### config.mk
export PLATFORM = sky130hd
export DESIGN_NAME = reg_bank_ctrl
export DESIGN_NICKNAME = d
export VERILOG_FILES = /design/src/rtl/reg_bank_pkg.sv /design/src/rtl/reg_bank_ctrl.sv
export SDC_FILE = /design/constraint.sdc
export NUM_CORES = 1
export LEC_CHECK = 0
export BUFFER_PORTS_ARGS = -buffer_cell sky130_fd_sc_hd__buf_2
export CAP_MARGIN = 20
export CORE_UTILIZATION = 46
export DETAILED_ROUTE_END_ITERATION = 10
export PLACE_DENSITY = 0.79
export REMOVE_ABC_BUFFERS = 1
export SLEW_MARGIN = 5
export SYNTH_ARGS = -nofsm -noshare
export SYNTH_HDL_FRONTEND = slang
export SYNTH_SLANG_ARGS = --single-unit
### constraint.sdc
create_clock -name clk -period 3.8 [get_ports clk]
set_clock_uncertainty 0.05 [all_clocks]
set_input_delay 0.19 -clock clk [delete_from_list [all_inputs] [get_ports clk]]
set_output_delay 0.19 -clock clk [all_outputs]
set_load 0.05 [all_outputs]
### src/rtl/reg_bank_pkg.sv
// Shared definitions for the register bank and its command controller:
// command opcodes, controller states and default widths.
package reg_bank_pkg;

    localparam int DEF_DATA_W = 32;
    localparam int DEF_ADDR_W = 5;

    typedef enum logic [1:0] {
        OP_WRITE = 2'b00,
        OP_ADD   = 2'b01,
        OP_SUB   = 2'b10,
        OP_DUMP  = 2'b11
    } op_e;

    typedef enum logic [2:0] {
        ST_IDLE,
        ST_READ,
        ST_WRITE,
        ST_RESP,
        ST_DUMP
    } state_e;

endpackage

### src/rtl/reg_bank_ctrl.sv
// Command-driven initiator for reg_bank: executes WRITE/ADD/SUB/DUMP commands
// and returns results on a valid/ready response channel.
module reg_bank_ctrl
    import reg_bank_pkg::*;
#(
    parameter int DATA_W   = DEF_DATA_W,
    parameter int ADDR_W   = DEF_ADDR_W,
    parameter int NUM_REGS = 2**ADDR_W
) (
    input  logic              clk,
    input  logic              reset,
    input  logic              cmd_valid,
    output logic              cmd_ready,
    input  logic [1:0]        cmd_op,
    input  logic [ADDR_W-1:0] cmd_dst,
    input  logic [ADDR_W-1:0] cmd_src1,
    input  logic [ADDR_W-1:0] cmd_src2,
    input  logic [DATA_W-1:0] cmd_imm,
    output logic              rsp_valid,
    input  logic              rsp_ready,
    output logic [DATA_W-1:0] rsp_data,
    output logic [ADDR_W-1:0] rsp_idx,
    output logic              rsp_last,
    output logic [ADDR_W-1:0] rb_sr1,
    output logic [ADDR_W-1:0] rb_sr2,
    output logic [ADDR_W-1:0] rb_dr,
    output logic              rb_write,
    output logic [DATA_W-1:0] rb_write_data,
    input  logic [DATA_W-1:0] rb_read_data_1,
    input  logic [DATA_W-1:0] rb_read_data_2
);

    localparam logic [ADDR_W-1:0] LAST_IDX = ADDR_W'(NUM_REGS - 1);

    state_e            state_q, state_d;
    op_e               op_q, op_d;
    logic [ADDR_W-1:0] dst_q, dst_d;
    logic [ADDR_W-1:0] src1_q, src1_d;
    logic [ADDR_W-1:0] src2_q, src2_d;
    logic [DATA_W-1:0] result_q, result_d;
    logic [ADDR_W-1:0] dump_idx_q, dump_idx_d;

    always_ff @(posedge clk) begin
        if (reset) begin
            state_q    <= ST_IDLE;
            op_q       <= OP_WRITE;
            dst_q      <= '0;
            src1_q     <= '0;
            src2_q     <= '0;
            result_q   <= '0;
            dump_idx_q <= '0;
        end else begin
            state_q    <= state_d;
            op_q       <= op_d;
            dst_q      <= dst_d;
            src1_q     <= src1_d;
            src2_q     <= src2_d;
            result_q   <= result_d;
            dump_idx_q <= dump_idx_d;
        end
    end

    // Outputs are forced idle while reset is held so no bank write can leak out.
    always_comb begin
        state_d       = state_q;
        op_d          = op_q;
        dst_d         = dst_q;
        src1_d        = src1_q;
        src2_d        = src2_q;
        result_d      = result_q;
        dump_idx_d    = dump_idx_q;
        cmd_ready     = 1'b0;
        rsp_valid     = 1'b0;
        rsp_data      = '0;
        rsp_idx       = '0;
        rsp_last      = 1'b0;
        rb_sr1        = '0;
        rb_sr2        = '0;
        rb_dr         = '0;
        rb_write      = 1'b0;
        rb_write_data = '0;

        if (!reset) begin
            unique case (state_q)
                ST_IDLE: begin
                    cmd_ready = 1'b1;
                    if (cmd_valid) begin
                        op_d       = op_e'(cmd_op);
                        dst_d      = cmd_dst;
                        src1_d     = cmd_src1;
                        src2_d     = cmd_src2;
                        result_d   = cmd_imm;
                        dump_idx_d = '0;
                        unique case (op_e'(cmd_op))
                            OP_WRITE:       state_d = ST_WRITE;
                            OP_ADD, OP_SUB: state_d = ST_READ;
                            OP_DUMP:        state_d = ST_DUMP;
                            default:        state_d = ST_IDLE;
                        endcase
                    end
                end
                ST_READ: begin
                    rb_sr1   = src1_q;
                    rb_sr2   = src2_q;
                    result_d = (op_q == OP_SUB) ? rb_read_data_1 - rb_read_data_2
                                                : rb_read_data_1 + rb_read_data_2;
                    state_d  = ST_WRITE;
                end
                ST_WRITE: begin
                    rb_write      = 1'b1;
                    rb_dr         = dst_q;
                    rb_write_data = result_q;
                    state_d       = ST_RESP;
                end
                ST_RESP: begin
                    rsp_valid = 1'b1;
                    rsp_data  = result_q;
                    rsp_idx   = dst_q;
                    rsp_last  = 1'b1;
                    if (rsp_ready) begin
                        state_d = ST_IDLE;
                    end
                end
                ST_DUMP: begin
                    rb_sr1    = dump_idx_q;
                    rsp_valid = 1'b1;
                    rsp_data  = rb_read_data_1;
                    rsp_idx   = dump_idx_q;
                    rsp_last  = (dump_idx_q == LAST_IDX);
                    if (rsp_ready) begin
                        dump_idx_d = dump_idx_q + 1'b1;
                        if (dump_idx_q == LAST_IDX) begin
                            state_d = ST_IDLE;
                        end
                    end
                end
                default: state_d = ST_IDLE;
            endcase
        end
    end

endmodule

; ---- Word-level counts from Yosys, hierarchy flattened
; Index checks and enable logic that the tools add are counted.
[word_totals]
reg_bits = 57
inputBits = 117
elab_cells = 65
[classes]
n_addsub = 3
n_eq_ne = 13
mux = 32
reduce_logical = 10
[op_table]
columns = cell, count
row1 = $mux W32, 5
row2 = $pmux W32 S2, 2
row3 = $mux W5, 8
row4 = $add A32 B32 Y32, 1
row5 = $sub A32 B32 Y32, 1
row6 = $pmux W5 S2, 3
row7 = $pmux W3 S5, 1
row8 = $mux W3, 4
row9 = $pmux W3 S3, 1
row10 = $ne A2 B2 Y1 const B, 4
row11 = $mux W1, 7
row12 = $eq A2 B2 Y1 const B, 3
row13 = $eq A3 B2 Y1 const B, 2
row14 = $add A5 B1 Y5 const B, 1
row15 = $eq A5 B5 Y1 const B, 1
row16 = $reduce_and A2 Y1, 2
row17 = $reduce_and A4 Y1, 1
row18 = $reduce_bool A2 Y1, 2
row19 = $reduce_or A2 Y1, 2
row20 = $eq A3 B1 Y1 const B, 1
row21 = $eq A3 B3 Y1 const B, 1
row22 = $logic_not A3 Y1, 1
row23 = $reduce_and A3 Y1, 1
row24 = $eq A2 B1 Y1 const B, 1
row25 = other kinds (2), 2

; ---- Depth between registers and ports, before layout
[depth]
depth_word = 5
ltp_mapped = 19

; ---- Worst setup path after synthesis
; OpenSTA, ideal clock, no wires.
[synth_timing]
kind = flip-flop to flip-flop
start = register op_q[0]
end = register result_q[25]
arrival_ps = 3480
required_ps = 3634
slack_ps = 153
path_stages_with_launch = 16
path_buffers = 2
cell_sequence = dfxtp_1 nand2b_1 clkbuf_1 clkbuf_1 nand2_1 xor2_1 ha_1 a21o_1 nand2_1 a21oi_1 or4_1 o2111ai_1 a21boi_1 or2_2 a2111o_1 o211a_1
[synth_via]
elab_chain_cells = 3
[synth_rtl]
columns = item, line
row1 = "start, declared", reg_bank_ctrl.sv:36  ; op_e op_q, op_d;
row2 = "start signal, assigned", reg_bank_ctrl.sv:54  ; op_q <= op_d;
row3 = $eq A2 B2 Y1, reg_bank_ctrl.sv:105  ; result_d = (op_q == OP_SUB) ? rb_read_data_1 - rb_read_data_2
row4 = $mux W32, reg_bank_ctrl.sv:105
row5 = $pmux W32 S2, reg_bank_ctrl.sv:84  ; unique case (state_q)
row6 = "end signal, assigned", reg_bank_ctrl.sv:58  ; result_q <= result_d;
row7 = "end, declared", reg_bank_ctrl.sv:40  ; logic [DATA_W-1:0] result_q, result_d;
; Every way passes these cells.
; A chain may end at the register's enable or synchronous reset.

; ---- Final worst setup path
[layout_timing]
start = register op_q[1]
end = register result_q[29]
; Same word-level chain as after synthesis.

==> flow_summary.json <==
{
  "synth.distinct_cells": 54,
  "yosysMostFrequentCell": "nand2_1",
  "critical-path-max-stage-delay_ns": 0.56,
  "clk_path_buf_depth": 2,
  "finalHoldViolations": 0,
  "leakage_nw": 3.53,
  "period_needed_ns": 3.57,
  "fin_cells": 1157,
  "slew_violations": 0,
  "max-cap-violations": 0,
  "worstPathMaxFanout": 13,
  "io_pins": 205,
  "die_w_um": 111,
  "dr.pass1.iters": 5,
  "ys_seq_elements": 57,
  "initial_core_util": 0.475,
  "synth_area_leaders": "dfxtp_1 21%, nand2_1 9.3%, ha_1 8.3%, a21oi_1 7.7%, nor2_1 5.5%",
  "grt_max_degree": 68,
  "antenna_found_initial": 1,
  "hpwl_um": 13800,
  "r2r_end": "result_q[29]",
  "cts_setup_buffers": 0,
  "dieArea_um2": 12300,
  "die_y_um": 111,
  "viasPerCell": 5.67,
  "hold_ws_ns": 0.0481,
  "required_ns": 3.95,
  "synth_top_area_cell": "dfxtp_1",
  "hp-class": "input pin to flop",
  "row_count": 39,
  "post_cts_resize_count": 1,
  "synth_edf_count": 0,
  "coreArea_um2": 11500,
  "path_class": "flop to flop",
  "synthTopCellsByCount": "135 x nand2_1, 84 x a21oi_1, 80 x nor2_1",
  "p_per_area_nw_per_um2": 397,
  "whs_endpoint": "src1_q[4]",
  "cts_tree": "built",
  "reg2reg_from": "op_q[1]",
  "numClockSinks": 57,
  "routed_wl_um": 18700,
  "syn_area_um2": 5450,
  "cts_buffers": 9,
  "cp_slowest_cell": "or4_1",
  "first_global_vias": 6136,
  "syn_area_per_cell_um2": 6.95,
  "seq_area_frac_synth": 0.209,
  "r2r_cells": 13,
  "cp_cell_sequence": "nor2b_1 > buf_4 > a21oi_1 > xnor2_1 > ha_1 > a211o_1 > or4_1 > o2111ai_2 > a21boi_1 > buf_4 > o2111ai_1 > a21oi_1 > a2111oi_1",
  "yosysWarnings": 0,
  "critPathArrivalTime_ns": 3.72,
  "num_vias": 6556,
  "place.gp.congestion": 1.02,
  "netlist.area_leader.share": 0.209,
  "numPortBuffers": 204,
  "syn2layout_area_growth_pct": 33.7,
  "post-place-cells": 1140,
  "root_buffer": "clkbuf_16",
  "fin_util": 0.636,
  "period_share": 0.940,
  "worst_setup_path_end_kind": "flop",
  "gr-total-overflow": 0,
  "drtIter0Drc": 579,
  "fin_nets": 1162,
  "r2r_slack_ns": 0.23,
  "hp-start": "cmd_src1[4]",
  "detail-route-antenna-nets": 0,
  "power_mw": 2.89,
  "relSlewSlack": 0.380,
  "drive_above_1_share": 0.295,
  "ir_drop_mv": 0.216,
  "grt_util_all_layers": 0.301,
  "grt_pass1_wl_um": 30400,
  "htreeDepth": 3,
  "clkLatencyLatePin_ns": 0.32,
  "fmax_mhz": 280,
  "clkSlewWorstSetupHoldPaths_ns": 0.06,
  "status": "finished clean",
  "synthCells": 784,
  "drc": 0,
  "start_kind": "flop",
  "fin_setup_tns_ns": 0,
  "yosys_most_used_dff": "dfxtp_1",
  "tightest_slew_ns": 0.930,
  "setup_viol": 0,
  "async_flop_share": 0,
  "hold_depth": 3,
  "wl_per_cell_um": 16.2,
  "cts_hold_buf": 0
}
## logic make-up after synthesis
family,count (synthesis),share of synthesized area
flops,57,0.209
simple gates,335,0.284
xor+xnor,54,0.0868
fa+ha+maj,37,0.0863
buf+inv,64,0.0441
mux,7,0.0129
compound gates,230,0.277
## where the power goes
part	switching (mW)	internal, mW	total [mW]
Sequential	0.0666	0.681	0.748
Clock	0.304	0.610	0.914
Combinational	0.732	0.499	1.23
## flip-flops by register name (all words and copies together) (netlist names)
name / cells
src2_q: 5
dst_q: 5
result_q: 32
dump_idx_q: 5
state_q: 3
op_q: 2
src1_q: 5
## cell type report
cell class	count	area, µm²
Multi-Input combinational cell	663	4130
Fill cell	1091	4180
Clock buffer	12	256
Tap cell	143	179
Antenna cell	1	2.50
Clock inverter	4	75.1
Timing Repair Buffer	261	1450
Inverter	16	60.1
Sequential cell	57	1140
## worst max-delay path: cells and delay by family, from the launching register on
kind	cells	cell delay (ns)
compound gates	7	1.61
simple gates	2	0.69
buf+inv	2	0.34
flops	1	0.32
fa+ha+maj	1	0.27
xor+xnor	1	0.16
## placed cells by master, fill, tap and decap left out, types with 3 or more instances in the layout
cell type  instances
o21bai_1           5
a31oi_1            7
and2_1            46
and3_1             7
o21ai_0           21
nor2_1            80
inv_1             16
a31o_2             3
nand2_1          133
buf_2            203
nand2b_1           9
a32oi_1            3
dfxtp_1           57
or3_1              5
nor3_2             5
xnor2_1           25
nor3_1            11
o22ai_1            5
or2_2              3
nand3_1            9
nand4_1            5
clkbuf_16          9
a211oi_1           3
o21a_1             4
nor2b_1            6
a311oi_1          13
a22oi_1           33
o31a_1             3
buf_4             58
o31ai_1            6
ha_1              36
a21o_1            21
mux2i_1            7
a21oi_1           84
xor2_1            29
## per-layer routing
metal / wire (µm) / vias to the layer above / GRT usage
met5: 0 / - / 0
met4: 427 / 0 / 0.108
met3: 1160 / 36 / 0.0290
met2: 8790 / 268 / 0.505
met1: 8320 / 3033 / 0.401
li1: - / 3219 / -
## worst max path at each step
stage / from / end
final: op_q[1] / result_q[29]
after CTS: rb_read_data_2[8] / result_q[31]
after global placement: rb_read_data_2[4] / result_q[31]
after detailed placement: rb_read_data_2[4] / result_q[31]
after global routing: rb_read_data_2[8] / result_q[29]
after floorplan: state_q[1] / rb_dr[0]
## through the flow
step | area (µm²) | setup WS, ns
finish | 7290 | 0.230
CTS | 7260 | 0.0840
floorplan | 5270 | -0.745
global placement | 6920 | -0.113
detailed placement | 6920 | -0.260
global route | 7290 | -0.00477
No activity file was read; power rests on OpenSTA's default activity.
